<file path="src/rtl/mem_pkg.sv">
// Shared encodings for the memory-access stage: funct3 sizes, FSM states, byte-strobe bases.
package mem_pkg;

  localparam logic [2:0] F3_B  = 3'b000;
  localparam logic [2:0] F3_H  = 3'b001;
  localparam logic [2:0] F3_W  = 3'b010;
  localparam logic [2:0] F3_D  = 3'b011;
  localparam logic [2:0] F3_BU = 3'b100;
  localparam logic [2:0] F3_HU = 3'b101;
  localparam logic [2:0] F3_WU = 3'b110;

  localparam logic [7:0] WSTRB_B = 8'h01;
  localparam logic [7:0] WSTRB_H = 8'h03;
  localparam logic [7:0] WSTRB_W = 8'h0F;
  localparam logic [7:0] WSTRB_D = 8'hFF;

  typedef enum logic {MEM_IDLE, MEM_WAIT_RSP} mem_state_e;

  // Byte offset with the bits below the access size cleared (size = log2 bytes).
  function automatic logic [2:0] align_off(input logic [1:0] size, input logic [2:0] off);
    case (size)
      2'd0:    return off;
      2'd1:    return {off[2:1], 1'b0};
      2'd2:    return {off[2], 2'b00};
      default: return 3'b000;
    endcase
  endfunction

  function automatic logic misaligned(input logic [1:0] size, input logic [2:0] off);
    return align_off(size, off) != off;
  endfunction

endpackage

</file>
<file path="src/rtl/mem_stage_load_align.sv">
// Load formatter: picks the addressed lane out of the aligned doubleword and sign/zero extends it.
module load_align
  import mem_pkg::*;
#(
  parameter int XLEN = 64
) (
  input  logic [2:0]      funct3_i,
  input  logic [2:0]      off_i,
  input  logic [XLEN-1:0] rdata_i,
  output logic [XLEN-1:0] data_o
);

  logic [XLEN-1:0] sh;
  assign sh = rdata_i >> {off_i, 3'b000};

  always_comb begin
    data_o = '0;
    case (funct3_i)
      F3_B:    data_o = {{(XLEN-8){sh[7]}}, sh[7:0]};
      F3_H:    data_o = {{(XLEN-16){sh[15]}}, sh[15:0]};
      F3_W:    data_o = {{(XLEN-32){sh[31]}}, sh[31:0]};
      F3_D:    data_o = sh;
      F3_BU:   data_o = {{(XLEN-8){1'b0}}, sh[7:0]};
      F3_HU:   data_o = {{(XLEN-16){1'b0}}, sh[15:0]};
      F3_WU:   data_o = {{(XLEN-32){1'b0}}, sh[31:0]};
      default: data_o = '0;
    endcase
  end

endmodule

</file>
<file path="src/rtl/mem_stage.sv">
// RV64 memory-access stage: one outstanding dmem access, load formatting, MEM/WB registers.
// Optional MEM_MISALIGN_TRAP_EN: misaligned accesses skip memory and raise MisalignW.
module mem_stage
  import mem_pkg::*;
#(
  parameter int XLEN   = 64,
  parameter int ADDR_W = 64
) (
  input  logic              clk,
  input  logic              rst_n,
  input  logic              ValidM,
  input  logic              RegWriteM,
  input  logic              MemToRegM,
  input  logic              MemReadM,
  input  logic              MemWriteM,
  input  logic [2:0]        Funct3M,
  input  logic [XLEN-1:0]   ALU_ResultM,
  input  logic [XLEN-1:0]   WriteDataM,
  input  logic [4:0]        RD_M,
  output logic              StallM,
  output logic              dmem_req_valid,
  input  logic              dmem_req_ready,
  output logic              dmem_we,
  output logic [ADDR_W-1:0] dmem_addr,
  output logic [XLEN-1:0]   dmem_wdata,
  output logic [7:0]        dmem_wstrb,
  input  logic              dmem_rsp_valid,
  input  logic [XLEN-1:0]   dmem_rdata,
`ifdef MEM_MISALIGN_TRAP_EN
  output logic              MisalignW,
`endif
  output logic              ValidW,
  output logic              RegWriteW,
  output logic              MemToRegW,
  output logic [XLEN-1:0]   ALU_ResultW,
  output logic [XLEN-1:0]   ReadDataW,
  output logic [4:0]        RD_W
);

  typedef struct packed {
    logic            valid;
    logic            regwrite;
    logic            memtoreg;
    logic [XLEN-1:0] alu;
    logic [XLEN-1:0] rdata;
    logic [4:0]      rd;
  } wb_t;

  mem_state_e      state_q, state_d;
  wb_t             wb_q, wb_d;
  logic [1:0]      size;
  logic [2:0]      off;
  logic [7:0]      strb_base;
  logic [XLEN-1:0] load_data;
  logic            memop, trap_hit, req_vld, stall, complete, load_done;

  assign size  = Funct3M[1:0];
  assign off   = align_off(size, ALU_ResultM[2:0]);
  assign memop = ValidM & (MemReadM | MemWriteM);

`ifdef MEM_MISALIGN_TRAP_EN
  assign trap_hit = memop & misaligned(size, ALU_ResultM[2:0]);
`else
  assign trap_hit = 1'b0;
`endif

  always_comb begin
    strb_base = WSTRB_D;
    case (size)
      2'd0:    strb_base = WSTRB_B;
      2'd1:    strb_base = WSTRB_H;
      2'd2:    strb_base = WSTRB_W;
      default: strb_base = WSTRB_D;
    endcase
  end

  // Read wins when both MemReadM and MemWriteM are set.
  assign dmem_we        = ~MemReadM;
  assign dmem_addr      = {ALU_ResultM[ADDR_W-1:3], 3'b000};
  assign dmem_wdata     = WriteDataM << {off, 3'b000};
  assign dmem_wstrb     = strb_base << off;
  assign dmem_req_valid = req_vld & rst_n;
  assign StallM         = stall;

  load_align #(.XLEN(XLEN)) u_load_align (
    .funct3_i (Funct3M),
    .off_i    (off),
    .rdata_i  (dmem_rdata),
    .data_o   (load_data)
  );

  always_comb begin
    state_d   = state_q;
    req_vld   = 1'b0;
    stall     = 1'b0;
    complete  = 1'b0;
    load_done = 1'b0;
    unique case (state_q)
      MEM_IDLE: begin
        if (memop && !trap_hit) begin
          req_vld = 1'b1;
          if (!dmem_req_ready) begin
            stall = 1'b1;
          end else if (MemReadM) begin
            stall   = 1'b1;
            state_d = MEM_WAIT_RSP;
          end else begin
            complete = 1'b1;
          end
        end else begin
          complete = 1'b1;
        end
      end
      MEM_WAIT_RSP: begin
        if (dmem_rsp_valid) begin
          complete  = 1'b1;
          load_done = 1'b1;
          state_d   = MEM_IDLE;
        end else begin
          stall = 1'b1;
        end
      end
      default: state_d = MEM_IDLE;
    endcase
  end

  // Anything other than a completing valid instruction is a bubble; data fields hold.
  always_comb begin
    wb_d          = wb_q;
    wb_d.valid    = 1'b0;
    wb_d.regwrite = 1'b0;
    if (complete && ValidM) begin
      wb_d.valid    = 1'b1;
      wb_d.regwrite = RegWriteM & ~trap_hit;
      wb_d.memtoreg = MemToRegM;
      wb_d.alu      = ALU_ResultM;
      wb_d.rd       = RD_M;
      if (load_done) wb_d.rdata = load_data;
    end
  end

  always_ff @(posedge clk) begin
    if (!rst_n) begin
      state_q <= MEM_IDLE;
      wb_q    <= '0;
    end else begin
      state_q <= state_d;
      wb_q    <= wb_d;
    end
  end

`ifdef MEM_MISALIGN_TRAP_EN
  logic misalign_q, misalign_d;
  assign misalign_d = complete & ValidM & trap_hit;
  always_ff @(posedge clk) begin
    if (!rst_n) misalign_q <= 1'b0;
    else        misalign_q <= misalign_d;
  end
  assign MisalignW = misalign_q;
`endif

  assign ValidW      = wb_q.valid;
  assign RegWriteW   = wb_q.regwrite;
  assign MemToRegW   = wb_q.memtoreg;
  assign ALU_ResultW = wb_q.alu;
  assign ReadDataW   = wb_q.rdata;
  assign RD_W        = wb_q.rd;

endmodule

</file>
<file path="config.mk">
export PLATFORM = sky130hd
export DESIGN_NAME = mem_stage
export DESIGN_NICKNAME = d
export VERILOG_FILES = /design/src/rtl/mem_pkg.sv /design/src/rtl/mem_stage_load_align.sv /design/src/rtl/mem_stage.sv
export SDC_FILE = /design/constraint.sdc
export NUM_CORES = 1
export LEC_CHECK = 0
export CORE_AREA = 3 3 187 189
export CTS_BUF_LIST = sky130_fd_sc_hd__clkbuf_16
export DETAILED_ROUTE_END_ITERATION = 10
export DIE_AREA = 0 0 190 192
export GPL_TIMING_DRIVEN = 0
export SLEW_MARGIN = 15
export SYNTH_ARGS = -nofsm -noshare
export SYNTH_HDL_FRONTEND = slang
export SYNTH_SLANG_ARGS = --single-unit
</file>
<file path="constraint.sdc">
create_clock -name clk -period 7.48 [get_ports clk]
set_input_delay 1.87 -clock clk [delete_from_list [all_inputs] [get_ports clk]]
set_output_delay 1.87 -clock clk [all_outputs]
set_load 0.01 [all_outputs]
</file>
**Word level (Yosys, flattened, before mapping)**

Cells that the tools add are included.

- Equal/unequal tests: 8
- Shifts and indexed selects: 3
- Bitwise logic cells: 5
- Reductions and logical operators: 5
- Muxes and demuxes: 21

Operator list:

| kind | count |
|---|---|
| $pmux W64 S7 | 1 |
| $mux W136 | 1 |
| $mux W64 | 1 |
| $shl A64 B6 Y64 | 1 |
| $shr A64 B6 Y64 | 1 |
| $pmux W8 S3 | 1 |
| $mux W1 | 13 |
| $eq A3 B3 Y1 const B | 3 |
| $pmux W3 S3 | 1 |
| $shl A8 B3 Y8 | 1 |
| $eq A3 B2 Y1 const B | 2 |
| $pmux W1 S2 | 3 |
| $reduce_and A2 Y1 | 2 |
| $eq A3 B1 Y1 const B | 1 |
| $logic_not A3 Y1 | 1 |
| $and A1 B1 Y1 | 2 |
| $eq A2 B1 Y1 const B | 1 |
| $eq A2 B2 Y1 const B | 1 |
| $logic_not A2 Y1 | 1 |
| $not A1 Y1 | 2 |
| $logic_and A1 B1 Y1 | 1 |
| $or A1 B1 Y1 | 1 |

- Flip-flop bits (word level): 137
- Logic and storage cells: 49
- Output and inout bits: 275
- Input port bits: 209

**Depth between registers and ports, before layout**

- Word-level depth: 6
- Depth in mapped cells: 10
- Mapped depth without buffers: 6

**Modules after synthesis**

A second synthesis with hierarchy kept.

- Cell total of the unflattened synthesis: 1,259
- Area total of the unflattened synthesis: 10,269.8 um^2

By module, submodules not included:

| module | area an instance (um^2) | instances | cells each | seq. area each (um^2) |
|---|---|---|---|---|
| mem_stage | 7,736.2 | 1 | 970 | 2,742.6 |
| load_align | 2,533.7 | 1 | 289 | 0.0 |

**Worst setup path after synthesis**

Ideal clock, no wire load.

- Kind: input to output
- From: input port Funct3M[0]
- To: output port dmem_wdata[32]
- Arrival: 3,455 ps
- Buffers on the path: 5
- Path slack: 2,155 ps
- Stages: 9
- Data required time: 5,610 ps
- Path through: buf_6 -> buf_2 -> or3b_1 -> buf_4 -> buf_6 -> buf_6 -> mux2i_1 -> nand2_1 -> a32o_1

- Cells in the longest elaborated chain, start to end: 3
- Elaborated cells on any way between the ends: 5
- Those cells by class: eq/ne: 2; shift: 1; mux: 1; reduce/logical: 1

RTL lines:

| item | RTL line | source |
|---|---|---|
| start: declaration | mem_stage.sv:16 | `input logic [2:0] Funct3M,` |
| $eq A2 B2 Y1 (tied with other cells) | mem_pkg.sv:21 | `case (size)` |
| $pmux W3 S3 (*) | mem_pkg.sv:21 |  |
| $shl A64 B6 Y64 (*) | mem_stage.sv:80 | `assign dmem_wdata = WriteDataM << {off, 3'b000};` |
| end: declaration | mem_stage.sv:25 | `output logic [XLEN-1:0] dmem_wdata,` |

Every way passes the cells marked *; elsewhere a longest branch is shown, timed or not.

**Final worst setup path**

- From: input port Funct3M[1]
- To: output port dmem_wdata[12]

Same word-level chain as after synthesis.

==> impl_results.md <==
* Status: finished clean
* FMAX at 140.3 MHz
* Worst setup EP type: output port
* Root Driver: clkbuf_16
* Core Region at ~33000 um2
* DIE AREA at 36480 um2
* CP Launch Type: input port
* Fraction of layout instances using a drive strength above 1 at 0.1001
* Final period util at 0.9529
* Drt first pass iters at 5
* Syn avg cell area at 7.455 um2
* Critical path data arrival time at 5.26 ns
* Placer Congestion at 0.9701
* Relative slew margins at 0.2746
* H-tree lvl count at 4
* Crit path time final at 7.128 ns
* # Post-CTS Setup Buffers at 0
* Fin Hold WS at 0.4461 ns
* Die Wd at 190 um
* Sw Share at 0.3077
* CTS sink count at 137
* Hold Vio Cnt, Final at 0
* Max-slew violations at 0
* GRT met1 Usage at 0.3655
* First-pass GRT wire length at around 71 mm
* Setup TNS Final at 0 ns
* Worst Path Required at 5.61 ns
* Final Cell Area at 14850 um2
* Max cap viols at 0
* Residual DRC count at 0
* Inst Count DP at 2127
* Final core occ at 0.4440
* Total number of vias at 10940
* Largest net degree at the start of global routing at 17
* Leakage at 5.662 nW
* Seq/Total Area, Yosys at 0.3061
* RSZ-0062 raised after global routing: no
* Antenna violations before repair at 6
* Post-route ant nets at 0
* Clock Path Buffers at 2
* Post-layout nets at ~1900
* GR Util met3 at 0.05676
* Starting utilization of the core area at 0.2679
* Worst-skew pair later-pin latency at 0.43 ns
* Cells after Synth at about 1200
* Post-Place Cell Area at 14280 um2
* Total CTS buffers at 17
* Post-Syn Area at 8961 um2
* Max FO, Critical Path at 10
* Pwr/cell area at 155.4 nW/um2
* Area delta synth->final at 65.74%
* DP HPWL at 40.54 mm
* Synth async-reset ratio at 0
* Met2 GRT Util at 0.4081
* Vias in the first global route at 10460
* Total grt overflow at 0
* Via/cell ratio at approximately 5.1
* Transition time of the tightest slew-check pin at 1.088 ns
* Initial drt markers at 1026
* CTS hold repair buffers at 0
* Ys Warns at 0
* Most frequent cells in the layout: clkdlybuf4s50_1 (475), nand2_1 (309), a21oi_1 (152), dfxtp_1 (137)
* GRT Resource Usage Total at 0.2607
* Combinational share of power at 0.313
* Rows at 67
* Synth Flop Type: dfxtp_1
* WL/cell at roughly 23 um
* Clock network power share at 0.354
* Setup violations, final at 0
* Die Ht at 192 um
* Resize count post-CTS at 0
* Final wirelength at 49.87 mm
* Port bufs at 475
* Fin cells at 2161
* Synthesis-stage register bit count at ~140
* Number of synthesized flops with an enable pin at 0
* P_int at 1.597 mW
* Grt peak-use layer: met2
* Worst setup path category: in2out
* Netlist cell types at 60
* CTS tree: yes
* Clock Pin Slew Worst Setup and Hold Paths at roughly 0.060 ns
* VDD IR-drop max at 0.1585 mV
* Total net switching power at 710.0 uW
* Hold Path Class: reg2reg
* Sequential share of power at 0.332
* Worst Skew at 0.007547 ns
* Most common cell after layout, fill and taps aside: clkdlybuf4s50_1
* I/O pins at 484
critical path: stages:
cell and delay (ns):
clkdlybuf4s50_1 0.63, nand2_2 0.17, nand2_1 0.13, clkbuf_1 0.42, buf_1 0.83, nand2_1 0.43
nor2_1 0.21, clkdlybuf4s50_1 0.56
Yosys cell counts, types with 16 or more instances:
master      n  area (um2)
a31oi_1    23       143.9
buf_4      73       548.0
dfxtp_1   137        2743
nand3_1    16       80.08
mux2i_1    73       730.7
o21ai_1    21       105.1
clkbuf_1   59       221.5
o21ai_0    46       230.2
nand2_1   309        1160
a21oi_1   152       760.7
and2_1     43       269.0
nor2_1     49       183.9
buf_2      20       100.1
metrics by stage:
| stage | power, mW | worst slack (ns) |
|---|---|---|
| after global placement | 1.497 | 0.3550 |
| after detailed placement | 1.497 | 0.4099 |
| after global routing | 2.395 | 0.1358 |
| after floorplan | 1.089 | 2.155 |
| after CTS | 2.313 | 0.4068 |
| final | 2.307 | 0.3520 |
per-layer routing:
metal	vias up	routed length, um
li1	5156	-
met1	5228	21960
met2	502	23060
met3	51	4000
met4	6	812
met5	-	38
state kept, by name, summed over array words and instances (netlist names):
name	count
MemToRegW	1
RegWriteW	1
ValidW	1
ReadDataW	64
RD_W	5
state_q	1
ALU_ResultW	64
kinds of logic (layout without fill, tap and decap cells):
| group | after synthesis | in the layout | synth area share |
|---|---|---|---|
| simple gates | 463 | 463 | 0.2248 |
| compound gates | 336 | 336 | 0.2353 |
| buf+inv | 176 | 681 | 0.1155 |
| flops | 137 | 137 | 0.3061 |
| mux | 89 | 89 | 0.1180 |
| other cells | 1 | 7 | 0.0004185 |
cell type report:
class | instances | area (um2)
well taps | 448 | 560.5
flip-flops and latches | 137 | 2743
inverters | 6 | 22.52
multi-input cells | 891 | 5191
plain buffers | 170 | 1012
clock inverters | 13 | 132.6
repair buffers | 475 | 4755
diodes | 4 | 10.01
fillers | 3344 | 18600
clock buffers | 17 | 425.4
power groups by stage:
stage	Sequential, mW	Clock (mW)	Combinational [mW]
floorplan	0.794	0	0.296
global placement	0.782	0	0.716
detailed placement	0.782	0	0.715
CTS	0.767	0.828	0.718
global route	0.769	0.859	0.766
finish	0.767	0.817	0.723
final timing paths:
kind,from,slack (ns),cells past startpoint,end
worst max-delay path,Funct3M[1],0.35,8,dmem_wdata[12]
worst min-delay path,ReadDataW[3]$_SDFFE_PN0P_,0.45,2,ReadDataW[3]$_SDFFE_PN0P_
worst max register to register,state_q$_SDFF_PN0_,5.10,6,ReadDataW[28]$_SDFFE_PN0P_
worst min register to register,ReadDataW[3]$_SDFFE_PN0P_,0.45,2,ReadDataW[3]$_SDFFE_PN0P_
(Power assumes the default switching activity.)
